===== config.mk =====
export PLATFORM = sky130hd
export DESIGN_NAME = cpu7_exu_bru
export DESIGN_NICKNAME = d
export VERILOG_FILES = /design/src/rtl/cpu7_exu_bru.sv
export SDC_FILE = /design/constraint.sdc
export NUM_CORES = 1
export LEC_CHECK = 0
export ABC_CLOCK_PERIOD_IN_PS = 4000
export BUFFER_PORTS_ARGS = -buffer_cell sky130_fd_sc_hd__buf_2
export CORE_ASPECT_RATIO = 1.4
export CORE_UTILIZATION = 41
export CTS_BUF_LIST = sky130_fd_sc_hd__clkbuf_4
export DETAILED_ROUTE_END_ITERATION = 10
export GPL_TIMING_DRIVEN = 0
export HOLD_SLACK_MARGIN = 0.1
export PLACE_DENSITY = 0.68
export SLEW_MARGIN = 20
export SYNTH_ARGS = -nofsm -noshare
export SYNTH_HDL_FRONTEND = slang
export SYNTH_SLANG_ARGS = --single-unit
export TNS_END_PERCENT = 5

===== constraint.sdc =====
create_clock -name clk -period 4 [get_ports clk]
set_clock_uncertainty 0.2 [all_clocks]
set_input_delay 0.2 -clock clk [delete_from_list [all_inputs] [get_ports clk]]
set_output_delay 0.2 -clock clk [all_outputs]
set_load 0.03 [all_outputs]

===== src/rtl/cpu7_exu_bru.sv =====
// Branch resolution unit: evaluates E-stage branches, holds a redirect request
// toward the IFU until it is acked or flushed. Optional: CPU7_BRU_ADEF_EN.
module cpu7_exu_bru (
  input  logic        clk,
  input  logic        reset,
  input  logic        ifu_exu_valid_d,
  input  logic [31:0] ifu_exu_pc_d,
  input  logic [31:0] ifu_exu_br_offs,
  input  logic [3:0]  ifu_exu_br_type_d,
  input  logic [31:0] exu_bru_rj_e,
  input  logic [31:0] exu_bru_rd_e,
  input  logic        exu_bru_stall_e,
  input  logic        exu_bru_flush,
  input  logic        ifu_bru_redirect_ack,
  output logic        bru_ifu_redirect_vld,
  output logic [31:0] bru_ifu_redirect_pc,
  output logic        bru_exu_link_vld,
  output logic [31:0] bru_exu_link_data,
  output logic        bru_exu_busy,
  output logic [31:0] bru_exu_redir_cnt
`ifdef CPU7_BRU_ADEF_EN
  ,
  output logic        bru_exu_excp_ade,
  output logic [31:0] bru_exu_badv
`endif
);

  localparam logic S_IDLE = 1'b0;
  localparam logic S_REQ  = 1'b1;

  localparam logic [3:0] T_BEQ  = 4'd1;
  localparam logic [3:0] T_BNE  = 4'd2;
  localparam logic [3:0] T_BLT  = 4'd3;
  localparam logic [3:0] T_BGE  = 4'd4;
  localparam logic [3:0] T_BLTU = 4'd5;
  localparam logic [3:0] T_BGEU = 4'd6;
  localparam logic [3:0] T_B    = 4'd7;
  localparam logic [3:0] T_BL   = 4'd8;
  localparam logic [3:0] T_JIRL = 4'd9;

  logic        state;
  logic        e_valid;
  logic [31:0] e_pc;
  logic [31:0] e_offs;
  logic [3:0]  e_type;
  logic [31:0] redir_pc;
  logic [31:0] redir_cnt;

  logic        taken;
  logic        is_jirl;
  logic        resolve;
  logic        redir_fire;
  logic [31:0] tgt_raw;
  logic [31:0] target;
`ifdef CPU7_BRU_ADEF_EN
  logic        ade_fire;
  logic        ade_q;
  logic [31:0] badv_q;
`endif

  always_comb begin
    taken = 1'b0;
    case (e_type)
      T_BEQ:              taken = (exu_bru_rj_e == exu_bru_rd_e);
      T_BNE:              taken = (exu_bru_rj_e != exu_bru_rd_e);
      T_BLT:              taken = ($signed(exu_bru_rj_e) <  $signed(exu_bru_rd_e));
      T_BGE:              taken = ($signed(exu_bru_rj_e) >= $signed(exu_bru_rd_e));
      T_BLTU:             taken = (exu_bru_rj_e <  exu_bru_rd_e);
      T_BGEU:             taken = (exu_bru_rj_e >= exu_bru_rd_e);
      T_B, T_BL, T_JIRL:  taken = 1'b1;
      default:            taken = 1'b0;
    endcase
  end

  assign is_jirl = (e_type == T_JIRL);
  assign tgt_raw = is_jirl ? (exu_bru_rj_e + e_offs) : (e_pc + e_offs);
  assign resolve = (state == S_IDLE) && e_valid && taken
                   && !exu_bru_stall_e && !exu_bru_flush;

`ifdef CPU7_BRU_ADEF_EN
  // Misaligned JIRL targets raise an address exception instead of redirecting.
  assign ade_fire   = resolve && is_jirl && (tgt_raw[1:0] != 2'b00);
  assign redir_fire = resolve && !ade_fire;
  assign target     = tgt_raw;
`else
  assign redir_fire = resolve;
  assign target     = is_jirl ? {tgt_raw[31:2], 2'b00} : tgt_raw;
`endif

  always_ff @(posedge clk) begin
    if (reset) begin
      state     <= S_IDLE;
      redir_pc  <= '0;
      redir_cnt <= '0;
    end else begin
      case (state)
        S_IDLE: begin
          if (redir_fire) begin
            state    <= S_REQ;
            redir_pc <= target;
          end
        end
        default: begin
          // Flush wins over a coincident ack: request dropped, not counted.
          if (exu_bru_flush) begin
            state <= S_IDLE;
          end else if (ifu_bru_redirect_ack) begin
            state     <= S_IDLE;
            redir_cnt <= redir_cnt + 32'd1;
          end
        end
      endcase
    end
  end

  always_ff @(posedge clk) begin
    if (reset) begin
      e_valid <= 1'b0;
      e_pc    <= '0;
      e_offs  <= '0;
      e_type  <= '0;
    end else if ((state == S_IDLE) && !exu_bru_stall_e) begin
      e_valid <= ifu_exu_valid_d && !exu_bru_flush && !redir_fire;
      e_pc    <= ifu_exu_pc_d;
      e_offs  <= ifu_exu_br_offs;
      e_type  <= ifu_exu_br_type_d;
    end else if (exu_bru_flush) begin
      e_valid <= 1'b0;
    end
  end

`ifdef CPU7_BRU_ADEF_EN
  always_ff @(posedge clk) begin
    if (reset) begin
      ade_q  <= 1'b0;
      badv_q <= '0;
    end else begin
      ade_q <= ade_fire;
      if (ade_fire) begin
        badv_q <= tgt_raw;
      end
    end
  end

  assign bru_exu_excp_ade = ade_q;
  assign bru_exu_badv     = badv_q;
`endif

  assign bru_ifu_redirect_vld = (state == S_REQ);
  assign bru_ifu_redirect_pc  = redir_pc;
  assign bru_exu_busy         = (state == S_REQ);
  assign bru_exu_redir_cnt    = redir_cnt;
  assign bru_exu_link_vld     = e_valid && ((e_type == T_BL) || (e_type == T_JIRL));
  assign bru_exu_link_data    = e_pc + 32'd4;

endmodule


==> results_dict.tcl, run 1 <==
set metrics [dict create \
    std_cell_rows 61 \
    maxSlewViolCount 0 \
    p_int_w 0.00230 \
    async_flop_share_pct 0 \
    vias 8764 \
    critPathCaptureType "register" \
    dieArea_um2 21200 \
    drc 0 \
    max_freq_mhz 251 \
    vias_per_cell 5.23 \
    hold_viol 0 \
    cts.sink_count 134 \
    pwr-share-clk_pct 36.2 \
    layout.nets 1613 \
    required_ns 4.30 \
    dp_cells 1554 \
    place_area_um2 9960 \
    avgSynthCellArea_um2 7.91 \
    setup_viol 0 \
    design_area_um2 11400 \
    switchingPower_w 0.000971 \
    drt_iter0_drc 349 \
    rr_worst_depth 16 \
    status "completed" \
    min_period_ns 3.98 \
    tns_ns 0 \
    slew_headroom_pct 34.0 \
    netlist_area_um2 8440 \
    die_y_um 172 \
    clk_pin_slew_worst_paths_ns 0.13 \
    comb_power_share_pct 20.6 \
    start_kind "register" \
    final_common_cell "nand2_1" \
    grt_pass1_wl_um 43600 \
    dieWidth_um 123 \
    fin_ws_ns 0.0155 \
    initial_utilization_pct 42.2 \
    grt_max_degree 17 \
    worst_pin_slew_ns 0.983 \
    synth_edf_count 0 \
    yosysWarnings 0 \
    worstPathArrival_ns 4.29 \
    gp_congestion 0.875 \
    mostFrequentLayoutCells "nand2_1 (238), buf_2 (236), dfxtp_1 (131)" \
    ir_worst_vdd_uv 186 \
    finalCritPeriodShare_pct 99.6 \
    antenna_found_initial 3 \
    powerDensity_nw_per_um2 286 \
    first_pass_iters 5 \
    htreeDepth 4 \
    path_class "register to register" \
    synthCells 1067 \
    min_path_cells 7 \
    synth_area_leader_cell "dfxtp_1" \
    drive_above_1_share_pct 26.1 \
    synth.area.top_cells "dfxtp_1 (32%), nand2_1 (11%), ha_1 (9.6%), a21oi_1 (6.6%), mux2_2 (4.0%)" \
    cts_root_buf "clkbuf_4" \
    grt_usage_pct 26.7 \
    wire_per_inst_um 16.7 \
    dp_hpwl_um 21500 \
    p_seq_share_pct 43.2 \
    syn2layout_area_growth_pct 35.5 \
    ctsLongestPathBuffers 2 \
    ios 237 \
    p_leak_nw 5.35 \
    cts_buffers 17 \
    gr-total-overflow 0 \
    core_area_um2 20000 \
    grt_pass1_vias 8780 \
    nFillCells 1883 \
    synth_ff_type "dfxtp_1" \
    synth-seq-cells 134 \
    instances_no_fill 1677 \
    rsz0062_at_grt "true" \
    p_total_w 0.00327 \
    yosysTopAreaCellShare_pct 31.8 \
    switching_share_pct 29.7 \
    routed_wirelength_um 28000 \
    synth_nets 1271 \
    antenna_left 0 \
    clock_latency_ns 0.57 \
    cap_violations 0 \
    io_buffers 235 \
    ys_types 71 \
    hold_path.class "primary input to register" \
    pre_cts_slack_ns -0.514 \
    synth-seq-area-share_pct 31.8 \
    cp_max_fo 6 \
    cts_tree "done" \
]
routing by layer:
layer | up-vias | routed length [µm] | track usage [%]
met2 | 278 | 14100 | 46.9
met5 | - | 0 | 0
met3 | 82 | 1760 | 6.76
met1 | 4029 | 10700 | 28.4
met4 | 0 | 1380 | 15.7
li1 | 4375 | - | -
kinds of logic after synthesis:
logic type / Yosys count / share of synthesized area [%]
buf+inv: 100 / 4.79
xor+xnor: 74 / 7.68
flops: 134 / 31.8
compound gates: 215 / 16.6
simple gates: 423 / 22.3
mux: 55 / 7.02
fa+ha+maj: 66 / 9.87
synth_stat cells, drive strengths merged (2+ instances only):
| library cell | count |
|---|---|
| nand2b | 5 |
| a31o | 3 |
| nor2b | 11 |
| o21a | 4 |
| mux2i | 24 |
| a2111oi | 2 |
| nor3 | 8 |
| nor4 | 3 |
| buf | 7 |
| o21bai | 6 |
| a221oi | 3 |
| and3 | 22 |
| a211oi | 5 |
| nand4 | 17 |
| a21oi | 114 |
| o2111ai | 3 |
| dfxtp | 134 |
| inv | 48 |
| a31oi | 2 |
| nand3 | 32 |
| ha | 65 |
| a21o | 8 |
| xor2 | 37 |
| o211ai | 7 |
| and2 | 2 |
| a211o | 3 |
| nand3b | 2 |
| clkbuf | 45 |
| and4 | 3 |
| o21ai | 29 |
| or3 | 13 |
| or2 | 2 |
| nor2 | 62 |
| o32ai | 7 |
| o31ai | 6 |
| o211a | 3 |
| a21boi | 2 |
| xnor2 | 37 |
| mux2 | 31 |
| nand2 | 238 |
final cells by class:
type	instances	area, µm²	share of cell area [%]
Buffer	50	265	2.32
Inverter	48	180	1.58
Tap cell	252	315	2.76
Clock inverter	15	250	2.19
Clock buffer	17	128	1.12
Timing Repair Buffer	325	2050	17.9
Sequential cell	134	2690	23.5
Antenna cell	3	7.51	0.0656
Multi-Input combinational cell	833	5550	48.5
worst max-delay path: stages, from the launching register on:
cell,delay (ns)
dfxtp_4,0.38
nor2_4,0.14
and3_4,0.20
buf_8,0.13
mux2_2,0.36
ha_2,0.21
inv_1,0.07
fa_1,0.18
nand2b_4,0.14
a211oi_2,0.09
o211a_1,0.25
or4_4,0.57
a31oi_4,0.24
o21ai_4,0.09
a2111o_1,0.37
a31o_2,0.20
mux2i_1,0.11
metrics by stage:
| step | utilization [%] | hold WS, ns |
|---|---|---|
| after floorplan | - | 0.136 |
| after CTS | 57.0 | 0.102 |
| after global routing | 57.2 | 0.136 |
| after global placement | 49.8 | 0.241 |
| final | 57.2 | 0.127 |
| after detailed placement | 49.8 | 0.247 |
worst paths after layout:
path / from / end / slack, ns
worst max-delay path: e_type[1] / bru_ifu_redirect_pc[28] / 0.02
worst min-delay path: exu_bru_rj_e[2] / bru_ifu_redirect_pc[2] / 0.13
worst min register to register: bru_ifu_redirect_pc[3] / bru_ifu_redirect_pc[3] / 0.26
worst max register to register: e_type[1] / bru_ifu_redirect_pc[28] / 0.02
repair_timing:
| item | in CTS | in global routing |
|---|---|---|
| endpoints found under the setup margin | 13 | 12 |
| hold endpoints to repair | 87 | 0 |
| hold buffers | 80 | 0 |
| pin swaps | 10 | 4 |
| buffers inserted | 10 | 0 |
| resized for setup | 37 | 7 |
power groups by stage:
stage / combinational, W / sequential [W] / clock (W)
final: 0.000673 / 0.00141 / 0.00118
after global routing: 0.000737 / 0.00142 / 0.00126
after CTS: 0.000661 / 0.00141 / 0.00120
after detailed placement: 0.000572 / 0.00144 / 0
after global placement: 0.000566 / 0.00144 / 0
after floorplan: 0.000377 / 0.00143 / 0
state kept, by name, indices dropped and copies added (netlist names):
signal,cells
bru_exu_redir_cnt,32
e_pc,32
bru_exu_busy,1
e_type,4
bru_ifu_redirect_pc,32
e_valid,1
e_offs,32
No activity file was read; power rests on OpenSTA's default activity.
==> run 2, diff against run 1 <==
--- a/config.mk
+++ b/config.mk
@@ -9,7 +9,6 @@
 export BUFFER_PORTS_ARGS = -buffer_cell sky130_fd_sc_hd__buf_2
 export CORE_ASPECT_RATIO = 1.4
 export CORE_UTILIZATION = 41
-export CTS_BUF_LIST = sky130_fd_sc_hd__clkbuf_4
 export DETAILED_ROUTE_END_ITERATION = 10
 export GPL_TIMING_DRIVEN = 0
 export HOLD_SLACK_MARGIN = 0.1
==> run 2 against run 1 <==
  * Clock power rose by 55%
  * Utilization increased by 1.3 points
  * Worst setup slack improved by 0.11 ns
  * Final area up 2.3%
  * Hold slack improved by 0.056 ns
  * Critical path type unchanged
  * Highest routed layer unchanged
==> results_dict.tcl, run 2 (synthesis gave the netlist of run 1 again) <==
set metrics [dict create \
    start_kind "register" \
    grt_use_met3_pct 7.16 \
    antenna_left 0 \
    clock_latency_ns 0.43 \
    design_area_um2 11700 \
    grt.busiest_layer "met2" \
    nFillCells 1831 \
    syn2layout_area_growth_pct 38.6 \
    worst_pin_slew_ns 0.953 \
    final_common_cell "nand2_1" \
    ios 237 \
    grt_pass1_vias 8794 \
    dieWidth_um 123 \
    comb_power_share_pct 17.2 \
    worstPathCellList "nor2_4, and3_4, buf_8, clkbuf_8, mux2_2, ha_4, a21oi_2, o211a_1, nor2_1, or4_4, a31oi_4, o21ai_4, a2111o_1, a31o_2, mux2i_1" \
    antenna_found_initial 3 \
    switchingPower_w 0.00106 \
    maxSlewViolCount 0 \
    max_freq_mhz 258 \
    finalCritPeriodShare_pct 96.9 \
    path_class "register to register" \
    die_y_um 172 \
    grt_max_degree 17 \
    dieArea_um2 21200 \
    std_cell_rows 61 \
    multi_input_area_um2 5590 \
    htreeDepth 4 \
    p_leak_nw 5.45 \
    status "completed" \
    slew_headroom_pct 36.0 \
    gr-total-overflow 0 \
    met1_usage_pct 28.2 \
    cts_buffers 17 \
    cpPeakStageDelay_ns 0.54 \
    slowest_stage "or4_4" \
    min_period_ns 3.88 \
    fin_ws_ns 0.123 \
    cts_root_buf "clkbuf_16" \
    vias 8778 \
    powerDensity_nw_per_um2 335 \
    ctsLongestPathBuffers 2 \
    cap_violations 0 \
    first_pass_iters 5 \
    seq_area_um2 2690 \
    cts.sink_count 134 \
    p_int_w 0.00286 \
    hold_viol 0 \
    routed_wirelength_um 28200 \
    hold_path.class "primary input to register" \
    tns_ns 0 \
    p_seq_share_pct 36.1 \
    grt_pass1_wl_um 43500 \
    drive_above_1_share_pct 26.4 \
    io_buffers 235 \
    drc 0 \
    pre_cts_slack_ns -0.514 \
    clk_pin_slew_worst_paths_ns 0.06 \
    rsz0062_at_grt "true" \
    use_met2_pct 46.4 \
    setup_viol 0 \
    pwr-share-clk_pct 46.7 \
    core_area_um2 20000 \
    wire_per_inst_um 16.9 \
    switching_share_pct 26.9 \
    vias_per_cell 5.26 \
    drt_iter0_drc 331 \
    cp_max_fo 10 \
    dp_hpwl_um 21500 \
    required_ns 4.16 \
    cts_tree "done" \
    initial_utilization_pct 42.2 \
    ir_worst_vdd_uv 233 \
    mostFrequentLayoutCells "nand2_1 (237), buf_2 (236), dfxtp_1 (131)" \
    grt_usage_pct 26.8 \
    critPathCaptureType "register" \
    layout.nets 1603 \
    worstPathArrival_ns 4.04 \
    whs_ns 0.183 \
    gp_congestion 0.875 \
    place_area_um2 9960 \
]
[run 2: cell types whose count changed in the layout (fill, tap and decap cells not counted), sizes merged]
cell	previous run	this run
buf	252	251
clkinv	3	2
diode	3	5
dlygate4sd3	80	72
[run 2: worst paths after layout]
| kind | startpoint | to | slack (ns) | depth (start not counted) |
|---|---|---|---|---|
| setup reg to reg | e_type[2] | bru_ifu_redirect_pc[28] | 0.12 | 15 |
| setup / recovery | e_type[2] | bru_ifu_redirect_pc[28] | 0.12 | 15 |
| hold / removal | exu_bru_rj_e[0] | bru_ifu_redirect_pc[0] | 0.18 | 5 |
| hold reg to reg | bru_ifu_redirect_pc[3] | bru_ifu_redirect_pc[3] | 0.25 | 2 |
[run 2: power by group through the flow]
stage                     combinational, W  sequential (W)  clock [W]
after floorplan                   0.000377         0.00143          0
after detailed placement          0.000572         0.00144          0
after global placement            0.000566         0.00144          0
after CTS                         0.000653         0.00141    0.00185
final                             0.000673         0.00142    0.00183
after global routing              0.000736         0.00142    0.00191
[run 2: critical path: cells and delay by family (launching register included)]
kind / cells / cell delay, ns
AOI/OAI and AO/OA: 6 / 1.27
adders and majority gates: 1 / 0.25
buffers and inverters: 2 / 0.31
DFF: 1 / 0.37
muxes: 2 / 0.48
and+or+nand+nor: 4 / 0.91
[run 2: layer usage]
layer	share of wire [%]	vias up
li1	-	4361
met1	38	4024
met2	50	304
met3	6.3	89
met4	5.5	0
met5	0	-
[run 2: stage by stage]
stage	total power, W	std cells	util [%]
after floorplan	0.00181	1067	-
after global placement	0.00201	1554	49.8
after detailed placement	0.00201	1554	49.8
after CTS	0.00392	1664	58.0
after global routing	0.00406	1667	58.5
final	0.00392	1669	58.5
[run 2: final cells by class]
cell class,instances,area share (%)
multi-input cells,833,47.7
flip-flops and latches,134,23.0
repair buffers,315,16.8
clock buffers,18,3.75
well taps,252,2.69
plain buffers,50,2.33
clock inverters,14,2.11
inverters,48,1.54
diodes,5,0.107
[run 2: repair_timing]
action / CTS / global route
hold buffers: 72 / 0
pin swaps: 8 / 8
endpoints found under the hold margin: 74 / 0
setup buffers: 8 / 0
setup endpoints to repair: 13 / 8
gates resized for setup: 36 / 19
==> run 3, diff against run 2 <==
--- a/config.mk
+++ b/config.mk
@@ -7,8 +7,8 @@
 export LEC_CHECK = 0
 export ABC_CLOCK_PERIOD_IN_PS = 4000
 export BUFFER_PORTS_ARGS = -buffer_cell sky130_fd_sc_hd__buf_2
-export CORE_ASPECT_RATIO = 1.4
 export CORE_UTILIZATION = 41
+export CTS_BUF_LIST = sky130_fd_sc_hd__clkbuf_8 sky130_fd_sc_hd__clkbuf_16
 export DETAILED_ROUTE_END_ITERATION = 10
 export GPL_TIMING_DRIVEN = 0
 export HOLD_SLACK_MARGIN = 0.1
==> run 3 against run 2 <==
  * The flow now finishes with violations (DRC)
  * Sequential share of layout area fell by 0.13 points
  * First-iteration DRC count rose by 71%
  * Non-clock buffer count rose by 13
  * Sequential power barely moved
  * Critical path type unchanged
  * Largest cell class unchanged
==> results_dict.tcl, run 3 (synthesis gave the netlist of run 1 again) <==
set metrics [dict create \
    status "finished, violations left" \
    violations "DRC" \
    worstPathArrival_ns 4.11 \
    cap_violations 0 \
    drive_above_1_share_pct 27.4 \
    slew_headroom_pct 32.5 \
    ir_worst_vdd_uv 279 \
    final_util_pct 58.3 \
    antenna_found_initial 4 \
    dp_cells 1572 \
    routed_wirelength_um 27500 \
    switchingPower_w 0.00106 \
    min_from "reset" \
    hold-path-endpoint "bru_ifu_redirect_pc[1]" \
    timing.rr.start "e_type[1]" \
    final_common_cell "nand2_1" \
    max_freq_mhz 253 \
    critPathCaptureType "register" \
    grt_pass1_wl_um 42200 \
    setup_viol 0 \
    r2r_setup_slack_ns 0.04 \
    p_int_w 0.00274 \
    cts_tree "done" \
    layout.nets 1616 \
    vias_per_cell 5.17 \
    cts.sink_count 134 \
    place_area_um2 9980 \
    reg2reg_to "bru_ifu_redirect_pc[28]" \
    die_y_um 146 \
    gp_congestion 0.890 \
    ctsLongestPathBuffers 2 \
    hold_viol 0 \
    cts_root_buf "clkbuf_16" \
    start_kind "register" \
    finalCritPeriodShare_pct 98.9 \
    clock_latency_ns 0.44 \
    hold_path.class "primary input to register" \
    syn2layout_area_growth_pct 39.6 \
    core_area_um2 20200 \
    drc 2 \
    cts_buffers 17 \
    htreeDepth 4 \
    wire_per_inst_um 16.2 \
    min_path_cells 3 \
    rsz0062_at_grt "true" \
    grt_max_degree 17 \
    worst_pin_slew_ns 1.01 \
    design_area_um2 11800 \
    p_total_w 0.00381 \
    rr_worst_depth 15 \
    vias 8777 \
    pwr-share-clk_pct 44.9 \
    initial_utilization_pct 41.7 \
    gr-total-overflow 0 \
    p_leak_nw 5.49 \
    min_period_ns 3.96 \
    dieArea_um2 21200 \
    drt_iter0_drc 566 \
    io_buffers 235 \
    std_cell_rows 52 \
    clk_pin_slew_worst_paths_ns 0.06 \
    dieWidth_um 146 \
    powerDensity_nw_per_um2 323 \
    grt_pass1_vias 8162 \
    first_pass_iters 10 \
    maxSlewViolCount 0 \
    grt_usage_pct 25.3 \
    antenna_left 0 \
    path_class "register to register" \
    required_ns 4.16 \
    switching_share_pct 27.9 \
    p_seq_share_pct 37.1 \
    ios 237 \
    cp_max_fo 7 \
    mostFrequentLayoutCells "nand2_1 (238), buf_2 (236), dfxtp_1 (130)" \
    dp_hpwl_um 20700 \
    comb_power_share_pct 18.0 \
    instances_no_fill 1699 \
]
run 3: worst max path at each step:
stage / startpoint / slack (ns) / cells past startpoint / end
after detailed placement: e_type[1] / -0.59 / 16 / bru_ifu_redirect_pc[31]
after floorplan: e_type[1] / 0.02 / 16 / bru_ifu_redirect_pc[28]
after global routing: e_type[1] / -0.03 / 15 / bru_ifu_redirect_pc[28]
after CTS: e_type[3] / -0.008 / 16 / bru_ifu_redirect_pc[28]
after global placement: e_type[1] / -0.53 / 16 / bru_ifu_redirect_pc[31]
final: e_type[1] / 0.04 / 15 / bru_ifu_redirect_pc[28]
run 3: worst max-delay path: stages, from the launching register on:
cell	delay, ns
dfxtp_4	0.35
nor2_4	0.11
and3_4	0.20
buf_8	0.15
clkbuf_16	0.16
mux2_4	0.32
ha_4	0.28
a21oi_4	0.17
nand2_1	0.08
o211a_1	0.25
or4_4	0.51
a31oi_4	0.25
o21ai_4	0.11
a2111o_1	0.43
a31o_2	0.21
mux2i_1	0.10
run 3: routing by layer:
layer / wire length [µm] / track usage (%) / part of all wire [%] / vias to the layer above
met2: 12600 / 40.3 / 46 / 294
met3: 1620 / 4.76 / 5.9 / 55
met1: 12500 / 33.7 / 45 / 4053
li1: - / - / - / 4375
met5: 0 / 0 / 0 / -
met4: 760 / 10.4 / 2.8 / 0
run 3: final cells by class:
type                       count  area [µm²]
clock inverter                14         200
buffer                        49         270
clock buffer                  18         439
inverter                      48         180
tap                          270         338
timing repair buffer         329        2070
antenna                        4        10.0
fill                        1824        8440
multi-input combinational    833        5590
sequential                   134        2700
run 3: power by group through the flow:
stage,registers (W),logic [W],clock network [W]
after floorplan,0.00143,0.000377,0
after global routing,0.00142,0.000744,0.00179
after global placement,0.00144,0.000565,0
after detailed placement,0.00144,0.000573,0
after CTS,0.00141,0.000650,0.00172
final,0.00141,0.000683,0.00171
run 3: per-stage QoR:
| step | hold WS, ns | TNS, ns | setup WS [ns] |
|---|---|---|---|
| after floorplan | 0.136 | 0 | 0.0213 |
| after global placement | 0.243 | -2.87 | -0.531 |
| after detailed placement | 0.248 | -3.57 | -0.590 |
| after CTS | 0.207 | -0.00808 | -0.00808 |
| after global routing | 0.230 | -0.0662 | -0.0330 |
| final | 0.204 | 0 | 0.0422 |
run 3: what timing repair did:
item | in CTS | in global routing
endpoints found under the hold margin | 74 | 0
setup endpoints to repair | 12 | 8
setup buffers | 10 | 11
gates resized for setup | 28 | 35
hold buffers | 72 | 0
pin swaps | 7 | 20
cloned | 0 | 1
